`config.mk`:
```
export PLATFORM = sky130hd
export DESIGN_NAME = pixel_window_scanner
export DESIGN_NICKNAME = d
export VERILOG_FILES = /design/src/rtl/pixel_window_scanner.sv
export SDC_FILE = /design/constraint.sdc
export NUM_CORES = 1
export LEC_CHECK = 0
export CAP_MARGIN = 20
export CORE_ASPECT_RATIO = 0.9
export CORE_MARGIN = 1.5
export CORE_UTILIZATION = 35
export DETAILED_ROUTE_END_ITERATION = 10
export GPL_ROUTABILITY_DRIVEN = 0
export REMOVE_ABC_BUFFERS = 1
export SYNTH_ARGS = -nofsm -noshare
export SYNTH_HDL_FRONTEND = slang
export SYNTH_SLANG_ARGS = --single-unit
export TNS_END_PERCENT = 10
```
`constraint.sdc`:
```
create_clock -name clk -period 2.9 [get_ports clk]
set_clock_uncertainty 0.15 [all_clocks]
set_input_delay 0.725 -clock clk [delete_from_list [all_inputs] [get_ports clk]]
set_output_delay 0.725 -clock clk [all_outputs]
set_load 0.1 [all_outputs]
```
`src/rtl/pixel_window_scanner.sv`:
```
// Walks a greyscale frame in non-overlapping 2x2 windows. Each window is handed to an
// external averaging stage, and the average is written to a half-resolution destination RAM.
module pixel_window_scanner #(
  parameter int resolution = 8,
  parameter int SRC_W      = 56,
  parameter int SRC_H      = 56,
  parameter int SRC_ADDR_W = 12,
  parameter int DST_ADDR_W = 10
) (
  input  logic                  clk,
  input  logic                  reset,
  input  logic                  start,
  output logic                  busy,
  output logic                  done,
  output logic                  src_rd_en,
  output logic [SRC_ADDR_W-1:0] src_addr,
  input  logic [resolution-1:0] src_data,
  output logic                  pixel_en,
  output logic [resolution-1:0] in1,
  output logic [resolution-1:0] in2,
  output logic [resolution-1:0] in3,
  output logic [resolution-1:0] in4,
  input  logic [resolution-1:0] avg_in,
  output logic                  dst_we,
  output logic [DST_ADDR_W-1:0] dst_addr,
  output logic [resolution-1:0] dst_data
);

  localparam int COLS = SRC_W / 2;
  localparam int C_W  = (COLS > 1) ? $clog2(COLS) : 1;

  localparam logic [C_W-1:0]        C_LAST    = C_W'(COLS - 1);
  localparam logic [DST_ADDR_W-1:0] LAST_WIN  = DST_ADDR_W'(SRC_W * SRC_H / 4 - 1);
  localparam logic [SRC_ADDR_W-1:0] ROW_STEP  = SRC_ADDR_W'(SRC_W);
  localparam logic [SRC_ADDR_W-1:0] COL_STEP  = SRC_ADDR_W'(2);
  localparam logic [SRC_ADDR_W-1:0] WRAP_STEP = SRC_ADDR_W'(SRC_W + 2);

  typedef enum logic [2:0] {
    S_IDLE,
    S_FETCH,
    S_DRAIN,
    S_EVAL,
    S_WRITE,
    S_DONE
  } state_t;

  state_t                  state_q, state_d;
  logic [1:0]              k_q, k_d;
  logic [C_W-1:0]          c_q, c_d;
  logic [SRC_ADDR_W-1:0]   base_q, base_d;
  logic [DST_ADDR_W-1:0]   win_q, win_d;
  logic [SRC_ADDR_W-1:0]   src_addr_q, src_addr_d;
  logic [DST_ADDR_W-1:0]   dst_addr_q, dst_addr_d;
  logic [resolution-1:0]   dst_data_q, dst_data_d;
  logic [resolution-1:0]   pix_q [4];
  logic [resolution-1:0]   pix_d [4];

  // Tap k of the window whose top-left pixel is at base: tl, tr, bl, br.
  function automatic logic [SRC_ADDR_W-1:0] tap_addr(input logic [SRC_ADDR_W-1:0] base,
                                                     input logic [1:0]            k);
    case (k)
      2'd0:    tap_addr = base;
      2'd1:    tap_addr = base + SRC_ADDR_W'(1);
      2'd2:    tap_addr = base + ROW_STEP;
      default: tap_addr = base + ROW_STEP + SRC_ADDR_W'(1);
    endcase
  endfunction

  always_comb begin
    // NOTE: every signal gets a default first so no path through the case infers a latch.
    state_d    = state_q;
    k_d        = k_q;
    c_d        = c_q;
    base_d     = base_q;
    win_d      = win_q;
    src_addr_d = src_addr_q;
    dst_addr_d = dst_addr_q;
    dst_data_d = dst_data_q;
    pix_d      = pix_q;
    busy       = 1'b0;
    done       = 1'b0;
    src_rd_en  = 1'b0;
    pixel_en   = 1'b0;
    dst_we     = 1'b0;

    case (state_q)
      S_IDLE: begin
        if (start) begin
          state_d    = S_FETCH;
          k_d        = 2'd0;
          c_d        = '0;
          base_d     = '0;
          win_d      = '0;
          src_addr_d = '0;
        end
      end
      S_FETCH: begin
        busy      = 1'b1;
        src_rd_en = 1'b1;
        // RAM data lags the strobe by one cycle, so tap k-1 lands while tap k is addressed.
        if (k_q != 2'd0) pix_d[k_q - 2'd1] = src_data;
        if (k_q == 2'd3) begin
          state_d = S_DRAIN;
        end else begin
          k_d        = k_q + 2'd1;
          src_addr_d = tap_addr(base_q, k_q + 2'd1);
        end
      end
      S_DRAIN: begin
        busy     = 1'b1;
        pix_d[3] = src_data;
        state_d  = S_EVAL;
      end
      S_EVAL: begin
        busy       = 1'b1;
        pixel_en   = 1'b1;
        dst_data_d = avg_in;
        dst_addr_d = win_q;
        state_d    = S_WRITE;
      end
      S_WRITE: begin
        busy   = 1'b1;
        dst_we = 1'b1;
        if (win_q == LAST_WIN) begin
          state_d = S_DONE;
        end else begin
          state_d = S_FETCH;
          k_d     = 2'd0;
          win_d   = win_q + DST_ADDR_W'(1);
          if (c_q == C_LAST) begin
            c_d    = '0;
            base_d = base_q + WRAP_STEP;
          end else begin
            c_d    = c_q + C_W'(1);
            base_d = base_q + COL_STEP;
          end
          src_addr_d = base_d;
        end
      end
      S_DONE: begin
        done    = 1'b1;
        state_d = S_IDLE;
      end
      default: state_d = S_IDLE;
    endcase
  end

  always_ff @(posedge clk) begin
    // NOTE: state registers use non-blocking assignments so every flop samples pre-edge values.
    if (reset) begin
      state_q    <= S_IDLE;
      k_q        <= '0;
      c_q        <= '0;
      base_q     <= '0;
      win_q      <= '0;
      src_addr_q <= '0;
      dst_addr_q <= '0;
      dst_data_q <= '0;
      pix_q      <= '{default: '0};
    end else begin
      state_q    <= state_d;
      k_q        <= k_d;
      c_q        <= c_d;
      base_q     <= base_d;
      win_q      <= win_d;
      src_addr_q <= src_addr_d;
      dst_addr_q <= dst_addr_d;
      dst_data_q <= dst_data_d;
      pix_q      <= pix_d;
    end
  end

  assign src_addr = src_addr_q;
  assign dst_addr = dst_addr_q;
  assign dst_data = dst_data_q;
  assign in1      = pix_q[0];
  assign in2      = pix_q[1];
  assign in3      = pix_q[2];
  assign in4      = pix_q[3];

endmodule
```
==> run_results.csv <==
group,metric,value,unit
final_layout,area_growth,30.3,%
clock_network,worst_skew_pair.late_latency,340,ps
logic_synthesis,syn_area,4250,um^2
setup_path,r2r_setup_slack,300,ps
outcome,outcome,"finished, final reports clean",
routing,drt-wirelength-per-cell,14.8,um
die,core_area,11600,um^2
die,die_area,12800,um^2
final_layout,layout.nets,648,
job,maxCapViolations,0,
setup_path,critPathKind,"reg2out",
timing,rsz0062_at_grt,"no",
final_layout,final_cell_mix,"dfxtp_1, nand2_1, buf_4",
routing,via_count,4049,
die,row_count,37,
logic_synthesis,seq_area_frac_synth,43.8,%
clock_network,clk_pin_slew_worst_paths,60,ps
placed_design,portBuffers,85,
setup_path,ff2ff_path_depth,11,
placed_design,place_hpwl,8320,um
routing,ant_nets,0,
routing,first_pass_iters,4,
power,pwr-share-comb,17.5,%
setup_path,r2r-start,"c_q[0]$_SDFFE_PP0P_",
logic_synthesis,synth.ff_latch_count,93,
clock_network,tritoncts,"done",
routing,via_per_inst,5.20,
grt,grt_pass1_vias,3829,
power,swShare,30.1,%
timing,fin_crit_sh,92.8,%
worst_hold_path,min_to,"dst_data[6]$_SDFFE_PP0P_",
logic_synthesis,yosys_most_used_dff,"dfxtp_1",
setup_path,critPathLaunchType,"flip-flop",
logic_synthesis,synth_top_area_cell,"dfxtp_1",
final_layout,final_cell_count_no_fill,778,
grt,grt_max_degree,23,
die,initial_utilization,36.6,%
power,p_int,2.16,mW
logic_synthesis,ys_warn_count,0,
routing,drcViolationCount,0,
clock_network,cts_hold_buf,0,
logic_synthesis,syn_avg_cell_area,8.01,um^2
placed_design,dp_cells,762,
clock_network,cts-buffers-inserted,9,
clock_network,cts.sinks,93,
final_layout,drive_above_1_share,19.3,%
setup_path,required,2030,ps
setup_path,r2r_end,"src_addr[7]$_SDFFE_PP0P_",
routing,drtIter0Drc,233,
power,ir_drop,291,uV
power,p_seq_share,43.1,%
grt,grt_usage,18.3,%
power,clkPwrFrac,39.4,%
logic_synthesis,async_reset_ff_share,0,%
logic_synthesis,synthTopCellsByArea,"dfxtp_1, a21oi_1, nand2_1",
clock_network,htreeDepth,3,
timing,whs,306,ps
power,net-switching-power,930,uW
setup_path,cp_max_fo,12,
grt,gr-total-overflow,0,
power,power_density,559,nW/um^2
worst_hold_path,hold_class,"reg2reg",
setup_path,critPathCaptureType,"output pin",
final_layout,n_antenna_cell,0,
logic_synthesis,postSynthCellCount,530,
grt,grt_first_pass_wirelength,18900,um
clock_network,cts_root_buf,"clkbuf_16",
die,die_y,108,um
final_layout,fill_cells,1143,
timing,setup_violations,0,
grt,antenna_found_initial,0,
clock_network,cts_resized,0,
timing,hold_viol_final,0,
clock_network,postCtsSetupBuffers,0,
routing,wl,11500,um
worst_hold_path,holdCritStartpoint,"dst_data[6]$_SDFFE_PP0P_",
clock_network,clockBufferDepth,2,
die,io_pins,86,
timing,drv_slew,0,
logic_synthesis,netlist.area_leader.share,43.8,%
logic_synthesis,synth_edf_count,0,
power,p_leak,2.07,nW
power,p_total,3.09,mW
timing,slew_headroom,65.9,%
timing,worst_pin_slew,509,ps
logic_synthesis,yosysUniqueCellTypes,52,
worst_hold_path,holdPathStages,2,
timing,timing.fmax,0.371,GHz
die,die_w,119,um
timing,min_period,2690,ps
setup_path,arrival,1820,ps
final_layout,final_common_cell,"dfxtp_1",
==> metrics by stage <==
step                      setup TNS, ps  cell area (um^2)  util, %  setup slack (ps)
after detailed placement              0              5230     45.0               280
after CTS                             0              5530     47.6               186
final                                 0              5530     47.6               208
after floorplan                    -887              4090        -              -752
after global routing                  0              5530     47.6              65.8
after global placement                0              5230     45.0               326
==> layer usage <==
layer / routed length (um) / global-route usage [%] / share of wire (%)
met1: 5420 / 24.0 / 47
met2: 5350 / 30.2 / 46
met3: 666 / 4.18 / 5.8
met4: 105 / 5.51 / 0.91
met5: 0 / 0 / 0
==> critical path, stage by stage (launching register included) <==
cell and delay, ps:
dfxtp_1 530, or3b_1 590, clkinv_1 160, buf_12 180
==> layout make-up <==
cell class	count	area [um^2]	area share (%)
Multi-Input combinational cell	393	2200	39.7
Timing Repair Buffer	111	936	16.9
Clock buffer	10	239	4.32
Sequential cell	93	1860	33.6
Tap cell	156	195	3.53
Inverter	9	33.8	0.610
Clock inverter	6	70.1	1.27
==> worst max path at each step <==
stage                             from                       end  slack [ps]
2_1_floorplan  state_q[2]$_SDFFE_PP0P_                      done        -750
3_3_place_gp                     start    base_q[9]$_SDFFE_PP0P_         330
3_5_place_dp                     start  src_addr[9]$_SDFFE_PP0P_         280
6_report       state_q[0]$_SDFFE_PP0P_                 src_rd_en         210
5_1_grt            c_q[0]$_SDFFE_PP0P_  src_addr[7]$_SDFFE_PP0P_          70
4_1_cts        state_q[0]$_SDFFE_PP0P_                 src_rd_en         190
==> synth_stat cells (all sizes together) (3+ instances only) <==
master and n:
nand2 89, xnor2 5, clkbuf 21, nand4b 3, a31oi 9, dfxtp 93
or4 4, o31ai 3, buf 14, a311oi 6, nor2b 5, nand3 41
xor2 7, a211oi 7, ha 12, a21oi 71, nor3 14, o21ai 12
nand3b 3, nor2 55, nor3b 5, inv 7, mux2i 10, or3 4
==> flip-flops by register name, summed over array words and instances, names as in the netlist <==
signal,count
base_q,11
c_q,5
dst_addr,10
dst_data,8
in1,8
in2,8
in3,8
in4,8
k_q,2
src_addr,12
state_q,3
win_q,10
==> power by group through the flow <==
stage               Sequential [mW]  Clock (mW)  Combinational (mW)
global route                   1.34        1.31               0.577
detailed placement             1.36           0               0.544
finish                         1.33        1.22               0.543
CTS                            1.33        1.25               0.545
global placement               1.36           0               0.538
floorplan                      1.49           0               0.202
==> logic make-up after synthesis <==
kind of cell	after synthesis	share of synthesized area, %
muxes	10	2.36
buffers and inverters	44	4.42
DFF	93	43.8
adders and majority gates	12	3.53
and+or+nand+nor	235	25.8
xor gates and xnor gates	12	2.47
AOI/OAI and AO/OA	124	17.6
(Power assumes the default switching activity.)
